==> config.mk <==
export PLATFORM = sky130hd
export DESIGN_NAME = player_position_tracker
export DESIGN_NICKNAME = d
export VERILOG_FILES = /design/src/rtl/player_position_tracker.sv
export SDC_FILE = /design/constraint.sdc
export NUM_CORES = 1
export LEC_CHECK = 0
export CAP_MARGIN = 30
export CORE_ASPECT_RATIO = 1.4
export CORE_MARGIN = 8
export CORE_UTILIZATION = 55
export CTS_BUF_LIST = sky130_fd_sc_hd__clkbuf_8
export CTS_CLUSTER_DIAMETER = 60
export CTS_CLUSTER_SIZE = 24
export DETAILED_ROUTE_END_ITERATION = 8
export PLACE_DENSITY = 0.83
export SYNTH_ARGS = -nofsm -noshare
export SYNTH_HDL_FRONTEND = slang
export SYNTH_SLANG_ARGS = --single-unit
export TNS_END_PERCENT = 10
==> constraint.sdc <==
create_clock -name clock -period 2.6 [get_ports clock]
set_input_delay 0.52 -clock clock [delete_from_list [all_inputs] [get_ports clock]]
set_output_delay 0.52 -clock clock [all_outputs]
set_load 0.05 [all_outputs]
==> src/rtl/player_position_tracker.sv <==
// player_position_tracker: synchronizes WASD direction codes and steps a bounded (x, y) position at a fixed tick rate.
// Define PLAYER_WRAP_EN to wrap coordinates at the playfield bounds instead of clamping.
module player_position_tracker #(
  parameter int X_MAX    = 639,
  parameter int Y_MAX    = 479,
  parameter int X_START  = 320,
  parameter int Y_START  = 240,
  parameter int STEP     = 1,
  parameter int TICK_DIV = 500000
) (
  input  logic       clock,
  input  logic       reset_n,
  input  logic [1:0] leftRight,
  input  logic [1:0] upDown,
  input  logic       enable,
  output logic [9:0] xPos,
  output logic [9:0] yPos,
  output logic       moved,
  output logic [3:0] atEdge
);
  localparam int CW = $clog2(TICK_DIV);
  localparam logic [10:0] S  = 11'(STEP);
  localparam logic [10:0] XM = 11'(X_MAX);
  localparam logic [10:0] YM = 11'(Y_MAX);
  logic [1:0] lr_s1, lr_s2, lr_q, ud_s1, ud_s2, ud_q;
  logic [CW-1:0] count;
  logic tick, mv;
  logic [10:0] x_w, y_w;
  logic [9:0] x_n, y_n;
  assign x_w  = {1'b0, xPos};
  assign y_w  = {1'b0, yPos};
  assign tick = enable && (count == CW'(TICK_DIV - 1));
  always_comb begin
`ifdef PLAYER_WRAP_EN
    x_n = lr_q == 2'd0 ? 10'(x_w >= S ? x_w - S : x_w + XM + 11'd1 - S)
        : lr_q == 2'd1 ? 10'(x_w + S <= XM ? x_w + S : x_w + S - XM - 11'd1)
        : xPos;
    y_n = ud_q == 2'd0 ? 10'(y_w >= S ? y_w - S : y_w + YM + 11'd1 - S)
        : ud_q == 2'd1 ? 10'(y_w + S <= YM ? y_w + S : y_w + S - YM - 11'd1)
        : yPos;
    mv  = tick && (lr_q < 2'd2 || ud_q < 2'd2);
`else
    x_n = lr_q == 2'd0 ? 10'(x_w >= S ? x_w - S : 11'd0)
        : lr_q == 2'd1 ? 10'(x_w + S <= XM ? x_w + S : XM)
        : xPos;
    y_n = ud_q == 2'd0 ? 10'(y_w >= S ? y_w - S : 11'd0)
        : ud_q == 2'd1 ? 10'(y_w + S <= YM ? y_w + S : YM)
        : yPos;
    mv  = tick && (x_n != xPos || y_n != yPos);
`endif
  end
  // qualified direction follows only a value seen on two consecutive synchronized samples
  always_ff @(posedge clock or negedge reset_n) begin
    if (!reset_n) begin
      lr_s1 <= 2'd2;
      lr_s2 <= 2'd2;
      lr_q  <= 2'd2;
      ud_s1 <= 2'd2;
      ud_s2 <= 2'd2;
      ud_q  <= 2'd2;
      count <= '0;
      xPos  <= 10'(X_START);
      yPos  <= 10'(Y_START);
      moved <= 1'b0;
    end else begin
      lr_s1 <= leftRight;
      lr_s2 <= lr_s1;
      ud_s1 <= upDown;
      ud_s2 <= ud_s1;
      if (lr_s1 == lr_s2) lr_q <= lr_s2;
      if (ud_s1 == ud_s2) ud_q <= ud_s2;
      count <= (!enable || tick) ? '0 : count + CW'(1);
      if (tick) begin
        xPos <= x_n;
        yPos <= y_n;
      end
      moved <= mv;
    end
  end
  assign atEdge = {xPos == 10'(X_MAX), xPos == 10'd0, yPos == 10'(Y_MAX), yPos == 10'd0};
endmodule

; After elaboration in Yosys (flattened, before gate mapping)
; Index checks and enable logic that the tools add are counted.
[totals]
ff_bits = 52
inputBits = 7
output_inout_bits = 25
word_cells = 46
[classes]
addsub = 5
order_cmp = 4
eq_ne = 9
muxes = 9
reduce_logical = 9
[ops]
columns = op, n
row1 = $mux 10, 8
row2 = $add 10x1->11 const B, 2
row3 = $ge 10x1->1 const B, 2
row4 = $logic_not 10->1, 2
row5 = $ne 10x10->1, 2
row6 = $sub 10x1->10 const B, 2
row7 = $add 19x1->19 const B, 1
row8 = $eq 19x19->1 const B, 1
row9 = $mux 19, 1
row10 = $le 11x10->1 const B, 1
row11 = $le 11x9->1 const B, 1
row12 = $eq 10x10->1 const B, 1
row13 = $eq 10x9->1 const B, 1
row14 = $eq 2x1->1 const B, 2
row15 = $eq 2x2->1, 2
row16 = $logic_not 2->1, 2
row17 = $logic_and 1x1->1, 2
row18 = $logic_or 1x1->1, 2
row19 = $logic_not 1->1, 1

; Logic depth before layout (Yosys ltp)
[logic_depth]
depth_word = 8
mapped_depth = 12
ltp_nobuf = 9

; Least setup slack after synthesis
; No wires, ideal clock.
[synth_timing]
path_type = flip-flop to output port
from = reg yPos[2]
to = out atEdge[1]
arrival_time_ns = 2.707
required_ns = 2.080
slack_ns = -0.627
stages_incl_launch_ff = 5
path_buffers = 2
path_cell_list = dfrtp_1 > buf_2 > clkbuf_1 > nand4_1 > nor4_1
[synth_via]
elab_chain_len = 1
[synth_rtl]
columns = item, line
row1 = "start, declared", 17  ; output logic [9:0] yPos,
row2 = "start signal, assigned", 63  ; yPos <= 10'(Y_START);
row3 = "start signal, assigned", 75  ; yPos <= y_n;
row4 = $eq 10x9->1, 80  ; assign atEdge = {xPos == 10'(X_MAX), xPos == 10'd0, yPos == 10'(Y_MAX), yPos == 10'd0};
row5 = "end, declared", 19  ; output logic [3:0] atEdge
; No other way between the ends.

; Worst setup path after layout
[layout_timing]
from = reg yPos[4]
to = out atEdge[0]
[layout_via]
elab_chain_len = 1
[layout_rtl]
columns = item, line
row1 = $logic_not 10->1, 80
; No other way between the ends.

==> impl_metrics.py <==
metrics = {
    "logic_synthesis": {
        "syn-num-nets": 544,
        "syn_inst": 526,
        "syn-cell-area_um2": 4120,
        "ys.warnings.count": 0,
        "async_flop_share_pct": 100,
        "syn_avg_cell_area_um2": 7.83,
        "seq_area_frac_synth_pct": 31.9,
        "synthFlopType": "dfrtp_1",
        "synth_edf_count": 0,
        "synth_cell_type_count": 67,
        "synth-seq-cells": 52,
    },
    "clock_network": {
        "cts_inserted_buffers": 5,
        "clk_path_buf_depth": 2,
        "postCtsSetupBuffers": 0,
        "cts_root_buf": "clkbuf_8",
        "clock_latency_ns": 0.33,
        "cts_max_level": 2,
        "cts_sinks": 52,
        "ctsHoldBuffers": 0,
        "cts_tree": "done",
        "clk_pin_slew_worst_paths_ns": 0.11,
    },
    "finish": {
        "post-route-util_pct": 67.4,
        "fill_cells": 656,
        "seq_area_um2": 1320,
        "nets": 595,
        "layout-drive-gt1-share_pct": 16.6,
        "multi_input_area_um2": 2570,
        "stdcell_area_um2": 4930,
        "diodes": 0,
        "area_growth_pct": 19.7,
    },
    "worst_setup_path": {
        "arrival_ns": 2.03,
        "worstPathCellList": "or2_1 > or4_4 > nor3_4 > buf_12",
        "path_class": "reg -> out",
        "ff2ff_path_depth": 9,
        "start_kind": "flip-flop",
        "crit_slowest_cell": "or4_4",
        "cp.required_ns": 2.08,
        "r2r_setup_slack_ns": 0.11,
        "rr_endpoint": "moved$_DFF_PN0_",
        "worstPathMaxFanout": 5,
        "r2r_start": "yPos[1]$_DFFE_PN0P_",
        "cpPeakStageDelay_ns": 0.51,
        "endpoint_kind": "output port",
    },
    "sta": {
        "fin_crit_ns": 2.55,
        "drv_slew": 0,
        "maxSlewHeadroom_pct": 54.0,
        "skew_ns": 0.0105,
        "rsz0062_at_grt": "true",
        "fin_ws_ns": 0.0464,
        "min_period_over_period_pct": 98.2,
        "setup_viol": 0,
        "fmax_mhz": 392,
        "tightest_slew_ns": 0.689,
        "hold_violations": 0,
        "holdWs_ns": 0.308,
    },
    "power_and_ir_drop": {
        "p_leak_nw": 1.93,
        "fin_total_pwr_mw": 1.68,
        "peakVddDrop_mv": 0.391,
        "p_per_area_nw_per_um2": 340,
    },
    "floorplanning": {
        "start_util_pct": 56.3,
        "fp-row-count": 37,
        "die-area_um2": 10600,
        "fp.coreArea_um2": 7310,
        "die_h_um": 118,
        "pin_count": 32,
        "fp.dieW_um": 89.2,
    },
    "min_path": {
        "hp-class": "in -> async",
    },
    "route": {
        "first_iter_violations": 355,
        "vias": 4445,
        "wl_per_cell_um": 20.2,
        "drtAntennaViolNets": 0,
        "via_per_inst": 6.59,
        "wirelength_mm": 13.6,
        "drt_pass1_iterations": 5,
        "drc_errors": 0,
    },
    "status": {
        "outcome": "complete, no violations",
    },
    "flow_run": {
        "maxCapViolations": 0,
    },
    "placement": {
        "port_buffers": 31,
        "gp_congestion": 0.983,
        "dpl_cell_area_um2": 4820,
        "dp_slack_ns": 0.140,
        "dp_hpwl_mm": 10.2,
    },
    "global_route": {
        "grtUsageTotal_pct": 26.4,
        "grt_max_degree": 53,
        "antenna_found_initial": 0,
        "grt_pass1_vias": 4376,
        "grt_first_pass_wirelength_mm": 21.9,
        "overflow": 0,
    },
}
[worst max path at each step]
stage	start	endpoint	slack, ns	cells past startpoint
6_report	yPos[4]$_DFFE_PN1P_	atEdge[0]	0.05	4
5_1_grt	yPos[1]$_DFFE_PN0P_	moved$_DFF_PN0_	-0.07	9
4_1_cts	xPos[0]$_DFFE_PN0P_	atEdge[3]	0.001	5
3_5_place_dp	xPos[8]$_DFFE_PN1P_	moved$_DFF_PN0_	0.14	7
3_3_place_gp	xPos[8]$_DFFE_PN1P_	moved$_DFF_PN0_	0.09	7
2_1_floorplan	xPos[0]$_DFFE_PN0P_	moved$_DFF_PN0_	-0.33	11
[layout make-up]
cell class	count	area share [%]
Sequential cell	52	26.7
Timing Repair Buffer	88	15.7
Clock inverter	3	0.558
Inverter	14	1.07
Multi-Input combinational cell	416	52.1
Tap cell	97	2.46
Clock buffer	5	1.40
[routing by layer]
layer  vias to the layer above  share of wire (%)  GRT usage, %
li1                       2021                  -             -
met1                      2107                 36          29.2
met2                       242                 51          44.5
met3                        75                6.7          4.02
met4                         0                6.5          18.3
met5                         -                  0             0
[per-stage QoR]
step | std cells | setup TNS (ns)
final | 675 | 0
after global routing | 675 | -0.0724
after CTS | 675 | 0
after detailed placement | 667 | 0
after global placement | 667 | 0
after floorplan | 526 | -1.52
[flip-flops by register name, summed over array words and instances, names as in the netlist]
name and flops:
lr_s1 2, xPos 10, yPos 10, lr_s2 2
ud_s1 2, moved 1, count 19, lr_q 2
ud_s2 2, ud_q 2
[logic make-up after synthesis]
| logic type | count (synthesis) | share of synthesized area [%] |
|---|---|---|
| AND/OR/NAND/NOR | 235 | 30.1 |
| flip-flops | 52 | 31.9 |
| AO/OA/AOI/OAI | 138 | 21.3 |
| adder cells (fa/ha/maj) | 11 | 3.34 |
| multiplexers | 5 | 1.28 |
| buffers and inverters | 58 | 6.32 |
| XOR/XNOR | 27 | 5.74 |
[critical path: cells and delay by family, from the launching register on]
family                 cells  cell delay [ns]
buffers and inverters      1             0.17
DFF                        1             0.41
and+or+nand+nor            3             1.12
[synthesized netlist by cell type, types with 4 or more instances]
library cell	count	share of area, %
nor2_1	62	5.6
a21oi_1	46	5.6
nand2_1	41	3.7
dfrtp_1	40	24
nand3_1	24	2.9
nor3_1	24	2.9
clkbuf_1	23	2.1
o21ai_0	22	2.7
buf_2	16	1.9
xnor2_1	15	3.2
inv_1	14	1.3
dfstp_2	12	7.7
xor2_1	12	2.6
ha_1	11	3.3
nand4_1	11	1.7
nor4_1	11	1.7
a31oi_1	9	1.4
and3_1	9	1.4
nand2b_1	8	1.2
o211ai_1	8	1.5
a211oi_1	7	1.3
or3_1	7	1.1
o21ai_1	5	0.61
or4_1	5	0.91
and4b_1	4	0.97
nor2b_1	4	0.61
o31ai_1	4	0.73
or2_1	4	0.61
[placed cells by master (no fill, tap or decap), types with 7 or more instances in the layout]
| master | n |
|---|---|
| a211oi_1 | 7 |
| a21oi_1 | 46 |
| a31oi_1 | 9 |
| and3_1 | 9 |
| buf_4 | 57 |
| clkdlybuf4s50_1 | 26 |
| dfrtp_1 | 38 |
| dfstp_2 | 12 |
| ha_1 | 11 |
| inv_1 | 14 |
| nand2_1 | 41 |
| nand2b_1 | 8 |
| nand3_1 | 24 |
| nand4_1 | 11 |
| nor2_1 | 62 |
| nor3_1 | 22 |
| nor4_1 | 10 |
| o211ai_1 | 8 |
| o21ai_0 | 22 |
| or3_1 | 7 |
| xnor2_1 | 15 |
| xor2_1 | 12 |
[power breakdown]
group	leakage (nW)	switching [mW]	total, mW	internal (mW)
sequential	0.652	0.0333	0.868	0.834
combinational	1.24	0.178	0.289	0.111
clock	0.0463	0.321	0.520	0.199
total	1.93	0.532	1.68	1.14
[timing repair]
item | in CTS | in global routing
setup endpoints to repair | 1 | 3
gates resized for setup | 2 | 3
endpoints found under the hold margin | 0 | 0
Power figures use the tool's default switching activity.
